### src/rtl/mem_arbiter.sv
// mem_arbiter: two-port (cpu / dbg) arbiter in front of a single shared memory
// with a fixed read latency. Three-state FSM IDLE -> BUSY -> DONE.
// Optional feature: define MEM_ARB_ROUND_ROBIN_EN to alternate grants on
// simultaneous requests; otherwise the CPU port has fixed priority.
module mem_arbiter #(
  parameter int ADDR_W  = 32,
  parameter int DATA_W  = 32,
  parameter int LATENCY = 1
) (
  input  logic              clk,
  input  logic              rst,
  input  logic              cpu_req,
  input  logic              cpu_we,
  input  logic [ADDR_W-1:0] cpu_addr,
  input  logic [DATA_W-1:0] cpu_wdata,
  output logic [DATA_W-1:0] cpu_rdata,
  output logic              cpu_ack,
  input  logic              dbg_req,
  input  logic              dbg_we,
  input  logic [ADDR_W-1:0] dbg_addr,
  input  logic [DATA_W-1:0] dbg_wdata,
  output logic [DATA_W-1:0] dbg_rdata,
  output logic              dbg_ack,
  output logic [ADDR_W-1:0] mem_addr,
  output logic              mem_we,
  output logic [DATA_W-1:0] mem_wdata,
  input  logic [DATA_W-1:0] mem_rdata,
  output logic              busy,
  output logic              grant_dbg
);

  // Out-of-range latencies fall back to a single cycle.
  localparam int unsigned LAT_EFF = ((LATENCY >= 1) && (LATENCY <= 15)) ? LATENCY : 1;
  localparam logic [3:0]  LAT_CNT = 4'(LAT_EFF);

  typedef enum logic [1:0] {IDLE, BUSY, DONE} state_t;

  state_t            state_q, state_d;
  logic [3:0]        cnt_q, cnt_d;
  logic              we_q, we_d;
  logic [ADDR_W-1:0] addr_q, addr_d;
  logic [DATA_W-1:0] wdata_q, wdata_d;
  logic [DATA_W-1:0] cpu_rdata_q, cpu_rdata_d;
  logic [DATA_W-1:0] dbg_rdata_q, dbg_rdata_d;
  logic              grant_dbg_q, grant_dbg_d;
  logic              pick_dbg;

  // Winner selection for a request seen in IDLE.
  always_comb begin
`ifdef MEM_ARB_ROUND_ROBIN_EN
    pick_dbg = dbg_req && (!cpu_req || !grant_dbg_q);
`else
    pick_dbg = dbg_req && !cpu_req;
`endif
  end

  // Next-state logic: latch the winner's request, count latency, capture read data.
  always_comb begin
    state_d     = state_q;
    cnt_d       = cnt_q;
    we_d        = we_q;
    addr_d      = addr_q;
    wdata_d     = wdata_q;
    cpu_rdata_d = cpu_rdata_q;
    dbg_rdata_d = dbg_rdata_q;
    grant_dbg_d = grant_dbg_q;
    case (state_q)
      IDLE: begin
        if (cpu_req || dbg_req) begin
          grant_dbg_d = pick_dbg;
          we_d        = pick_dbg ? dbg_we    : cpu_we;
          addr_d      = pick_dbg ? dbg_addr  : cpu_addr;
          wdata_d     = pick_dbg ? dbg_wdata : cpu_wdata;
          cnt_d       = LAT_CNT;
          state_d     = BUSY;
        end
      end
      BUSY: begin
        cnt_d = cnt_q - 4'd1;
        if (cnt_q <= 4'd1) begin
          state_d = DONE;
          if (!we_q) begin
            if (grant_dbg_q) dbg_rdata_d = mem_rdata;
            else             cpu_rdata_d = mem_rdata;
          end
        end
      end
      DONE:    state_d = IDLE;
      default: state_d = IDLE;
    endcase
  end

  // State registers with synchronous reset; reset also aborts any transaction.
  always_ff @(posedge clk) begin
    if (rst) begin
      state_q     <= IDLE;
      cnt_q       <= '0;
      we_q        <= 1'b0;
      addr_q      <= '0;
      wdata_q     <= '0;
      cpu_rdata_q <= '0;
      dbg_rdata_q <= '0;
      grant_dbg_q <= 1'b1;
    end else begin
      state_q     <= state_d;
      cnt_q       <= cnt_d;
      we_q        <= we_d;
      addr_q      <= addr_d;
      wdata_q     <= wdata_d;
      cpu_rdata_q <= cpu_rdata_d;
      dbg_rdata_q <= dbg_rdata_d;
      grant_dbg_q <= grant_dbg_d;
    end
  end

  // Outputs decoded from state and latched request.
  always_comb begin
    busy      = (state_q != IDLE);
    mem_we    = (state_q == BUSY) && we_q;
    mem_addr  = addr_q;
    mem_wdata = wdata_q;
    cpu_ack   = (state_q == DONE) && !grant_dbg_q;
    dbg_ack   = (state_q == DONE) &&  grant_dbg_q;
    cpu_rdata = cpu_rdata_q;
    dbg_rdata = dbg_rdata_q;
    grant_dbg = grant_dbg_q;
  end

endmodule
### config.mk
export PLATFORM = sky130hd
export DESIGN_NAME = mem_arbiter
export DESIGN_NICKNAME = d
export VERILOG_FILES = /design/src/rtl/mem_arbiter.sv
export SDC_FILE = /design/constraint.sdc
export NUM_CORES = 1
export LEC_CHECK = 0
export ABC_CLOCK_PERIOD_IN_PS = 3900
export CELL_PAD_IN_SITES_DETAIL_PLACEMENT = 1
export CELL_PAD_IN_SITES_GLOBAL_PLACEMENT = 1
export CORE_MARGIN = 2
export CORE_UTILIZATION = 31
export CTS_CLUSTER_SIZE = 16
export DETAILED_ROUTE_END_ITERATION = 8
export GPL_ROUTABILITY_DRIVEN = 1
export PLACE_DENSITY_LB_ADDON = 0.1
export SLEW_MARGIN = 20
export SYNTH_ARGS = -nofsm -noshare
export SYNTH_HDL_FRONTEND = slang
export SYNTH_SLANG_ARGS = --single-unit
### constraint.sdc
create_clock -name clk -period 3.9 [get_ports clk]
set_input_delay 0.975 -clock clk [delete_from_list [all_inputs] [get_ports clk]]
set_output_delay 0.975 -clock clk [all_outputs]
set_load 0.05 [all_outputs]
Yosys cells after proc, flatten, opt, wreduce, memory -nomap -nowiden
Index checks and enable logic that the tools add are counted.
{ "word_totals": {"ff_bits": 136, "in_bits": 166, "elab_cells": 39} }
{ "op_classes": {"addsub": 1, "n_lt_le_gt_ge": 1, "eq_ne": 4, "n_mux": 8, "bitwise_logic": 2, "reduce_logical": 15} }
{ "ops": {"columns": ["operator", "n"], "rows": [
  ["32-bit 2-to-1 mux", 2],
  ["4-bit case mux with 2 select lines", 1],
  ["4-bit AND reduction", 2],
  ["2-bit AND reduction", 3],
  ["4-bit by 1-bit <= comparator with 1-bit output, second input constant", 1],
  ["1-bit logical AND", 4],
  ["2-bit 2-to-1 mux", 2],
  ["4-bit 2-to-1 mux", 1],
  ["2-bit inequality test, second input constant", 2],
  ["2-bit case mux with 2 select lines", 1],
  ["2-bit nonzero test", 2],
  ["4-bit by 1-bit subtractor with 4-bit output, second input constant", 1],
  ["2-bit by 1-bit equality test with 1-bit output, second input constant", 1],
  ["2-bit equality test, second input constant", 1],
  ["1-bit logical NOT", 2],
  ["2-bit logical NOT", 1],
  ["1-bit inverter", 2],
  ["1-bit logical OR", 1],
  ["1-bit 2-to-1 mux", 1]
]} }

Longest topological paths before layout
{ "depth": {"depth_word": 3, "mapped_depth": 7, "ltp_nobuf": 5} }

Worst setup path before layout
Ideal clock, no wire load.
{ "synth_timing": {"kind": "reg2out", "start": "register grant_dbg_q (netlist: grant_dbg)", "end": "output cpu_ack", "t_arrival_ps": 1729, "setup_slack_ps": 1196, "path_stages_with_launch": 2, "n_path_buf": 0, "path_cell_list": "dfxtp_1 > nor3b_1"} }
{ "synth_via": {"elab_chain_len": 2} }
{ "synth_rtl": {"columns": ["element", "line_no", "rtl"], "rows": [
  ["start: declaration", "45", "logic grant_dbg_q, grant_dbg_d;"],
  ["start signal: assignment", "112", "grant_dbg_q <= grant_dbg_d;"],
  ["1-bit logical NOT", "122", "cpu_ack = (state_q == DONE) && !grant_dbg_q;"],
  ["1-bit logical AND", "122", null],
  ["end: declaration", "17", "output logic cpu_ack,"]
]} }
No other way between the ends.

Worst setup path in the final report
{ "layout_timing": {"start": "register state_q[0]", "end": "output mem_we"} }
{ "layout_via": {"elab_chain_len": 2} }
{ "layout_rtl": {"columns": ["element", "line_no", "rtl"], "rows": [
  ["start: declaration", "38", "state_t state_q, state_d;"],
  ["start signal: assignment", "105", "state_q <= state_d;"],
  ["2-bit by 1-bit equality test with 1-bit output", "119", "mem_we = (state_q == BUSY) && we_q;"],
  ["1-bit logical AND", "119", null],
  ["end: declaration", "25", "output logic mem_we,"]
]} }
No other way between the ends.

==> out/metrics.yaml <==
critical_path:
  critPathTopFamily: "buffers and inverters"
  worstPathRequired_ns: 2.92
  critPathMaxStageDelay_ns: 0.83
  crit_chain: "nor2b_1 > buf_4 > and2_1 > clkdlybuf4s50_1"
  worst-setup-path-type: "flop to output pin"
  critical_path_arrival_ns: 2.19
  path_max_fanout: 9
  start_kind: "flop"
  slowest_stage: "clkdlybuf4s50_1"
  critPathCaptureType: "output pin"
  path_buf_inv: 2
power_and_ir_drop:
  powerDensity_mw_per_mm2: 493.8
  peakVddDrop_v: 0.0003010
  power.total_mw: 4.747
  p_leak_nw: 3.673
route:
  wl_per_cell_um: 18.67
  totalWireLength_um: 21860
  dr.pass1.iters: 4
  drc: 0
  vias: 5927
  postRouteAntennaNets: 0
  via_per_inst: 5.061
  drt_iter0_markers: 202
clock_network:
  postCtsHoldBufs: 0
  clk_latency_ns: 0.42
  cts_tree: "yes"
  cts_resized: 0
  htreeDepth: 4
  clkTransAtPathRegs_ns: 0.05
  clk_path_buf_depth: 2
  cts_sinks: 136
  cts_root_buf: "clkbuf_16"
  cts_buffers: 17
  postCtsSetupRepairBufs: 0
place:
  place_hpwl_um: 15610
  dp.cells: 1140
  port_buffers: 298
  place.gp.congestion: 0.8018
timing:
  setup_viol: 0
  clock_skew_ns: 0.01010
  hold_violations: 0
  fmax_mhz: 315.7
  tightest_slew_ns: 0.8582
  period_needed_ns: 3.167
  fin_crit_sh_pct: 81.22
  fin_setup_tns_ns: 0
  relSlewSlack_pct: 42.70
  rsz0062_at_grt: "no"
  hold_ws_ns: 0.4723
  slew_violations: 0
synthesis:
  synth_warnings: 0
  postSynthCellCount: 662
  synth_seq_area_share_pct: 45.71
  syn_avg_cell_area_sq_um: 8.997
  synth_cell_type_count: 30
  synth-seq-cells: 136
  synthesis.nets: 830
  synth_area_sq_mm: 0.005956
cells_and_area:
  fillCellCount: 2150
  area_delta_synth_final_pct: 61.41
  fin_nets: 1093
  diodes: 0
  fin_cells: 1171
  drive_above_1_share_pct: 4.909
floorplan:
  die_h_um: 142.6
  core_area_sq_mm: 0.01877
  num_io_pins: 299
  floorplan.initialDensity_pct: 31.73
  die_x_um: 142.6
  design.die.area_sq_mm: 0.02034
  num_rows: 50
grt:
  antenna_found_initial: 0
  grt_max_degree: 87
  grt_pass1_vias: 6370
  gr-total-overflow: 0
  grt_usage_pct: 21.26
  grt_pass1_wl_um: 33640
min_path:
  hp-class: "flop to flop"
run:
  maxCapViolations: 0
run_status:
  status: "completed"
worst min-delay path: cells and delay by family (launching register included):
family        cells  cell delay, ns
flops             1            0.31
simple gates      1            0.06
mux               1            0.06
per-layer routing:
metal / GRT usage [%] / wire length [um]
met4: 8.390 / 546
met5: 0 / 0
met3: 7.806 / 1702
met1: 23.41 / 8722
met2: 37.17 / 10890
report_power, final:
part	total (mW)	switching (mW)	internal, mW
Sequential	1.65	0.0985	1.55
Clock	1.52	0.588	0.929
Combinational	1.58	0.976	0.606
cell families after synthesis:
logic type,count (synthesis),share of synthesized area (%)
AOI/OAI and AO/OA,141,16.30
adders and majority gates,2,0.4201
buffers and inverters,66,5.525
DFF,136,45.71
muxes,65,10.95
and+or+nand+nor,252,21.09
per-stage QoR:
| stage | area (sq um) | setup slack (ns) | utilization [%] |
|---|---|---|---|
| floorplan | 5956 | 1.196 | - |
| global placement | 9065 | 1.003 | 48.30 |
| detailed placement | 9065 | 0.9559 | 48.30 |
| CTS | 9610 | 0.6793 | 51.21 |
| global route | 9613 | 0.5965 | 51.22 |
| finish | 9613 | 0.7326 | 51.22 |
registers in the layout, indices dropped and copies added, names as in the netlist:
register,count
cpu_rdata,32
grant_dbg,1
cnt_q,4
mem_addr,32
mem_wdata,32
we_q,1
state_q,2
dbg_rdata,32
path summary, 6_finish.rpt:
path              depth (start not counted)                       from                          to  slack, ns
setup / recovery                          4    state_q[0]$_SDFFE_PP0P_                      mem_we       0.73
hold / removal                            2  cpu_rdata[7]$_SDFFE_PP0P_   cpu_rdata[7]$_SDFFE_PP0P_       0.47
hold reg to reg                           2  cpu_rdata[7]$_SDFFE_PP0P_   cpu_rdata[7]$_SDFFE_PP0P_       0.47
setup reg to reg                          4    state_q[0]$_SDFFE_PP0P_  dbg_rdata[16]$_SDFFE_PP0P_       1.90
synth_stat cells, drive strengths merged:
library cell | number | area share (%)
mux2 | 1 | 0.19
nand2 | 132 | 8.3
a221oi | 1 | 0.15
nor4b | 1 | 0.15
a21o | 2 | 0.25
a21oi | 69 | 5.8
nor2b | 3 | 0.32
nor2 | 8 | 0.55
clkbuf | 32 | 2.0
o211ai | 1 | 0.13
dfxtp | 136 | 46
nor4 | 1 | 0.11
nand4b | 1 | 0.40
o31ai | 1 | 0.13
a31o | 1 | 0.15
buf | 31 | 3.3
and3b | 1 | 0.15
inv | 3 | 0.19
a311oi | 65 | 9.6
or2 | 1 | 0.11
mux2i | 64 | 11
nor3b | 1 | 0.13
nand2b | 101 | 11
and2 | 1 | 0.11
ha | 2 | 0.42
o31a | 1 | 0.15
and4b | 1 | 0.17
cell type report:
cell class                 instances  area [sq um]  share of cell area, %
clock inverter                    10         105.1                  1.093
inverter                           3         11.26                 0.1171
multi-input combinational        460          2930                  30.48
clock buffer                      21         440.4                  4.582
timing repair buffer             307          3110                  32.36
sequential                       136          2723                  28.32
tap                              234         292.8                  3.046
cells in the final DEF, fill, tap and decap left out:
cell type / Yosys / final
o31a_1: 1 / 1
a311oi_1: 65 / 65
nand2_1: 132 / 132
or2_2: 1 / 1
nor2b_1: 3 / 2
clkbuf_16: 0 / 17
ha_1: 2 / 2
clkbuf_1: 32 / 4
mux2i_1: 64 / 64
inv_1: 3 / 3
and4b_4: 0 / 1
mux2_2: 1 / 1
clkinvlp_4: 0 / 2
a21o_1: 2 / 2
nand2b_2: 0 / 1
nor4_1: 1 / 1
bufinv_16: 0 / 2
o31ai_1: 1 / 1
clkinv_2: 0 / 6
and3b_1: 1 / 1
a31o_2: 1 / 1
buf_12: 0 / 5
dfxtp_1: 136 / 136
nor4b_1: 1 / 1
clkdlybuf4s50_1: 0 / 297
o211ai_1: 1 / 1
nor2_4: 0 / 2
a21oi_1: 69 / 69
nand2b_1: 101 / 100
a221oi_1: 1 / 1
nor2_1: 7 / 6
buf_4: 5 / 5
nand4b_4: 1 / 1
nor2b_4: 0 / 1
nor3b_1: 1 / 1
and2_1: 1 / 1
No activity file was read; power rests on OpenSTA's default activity.
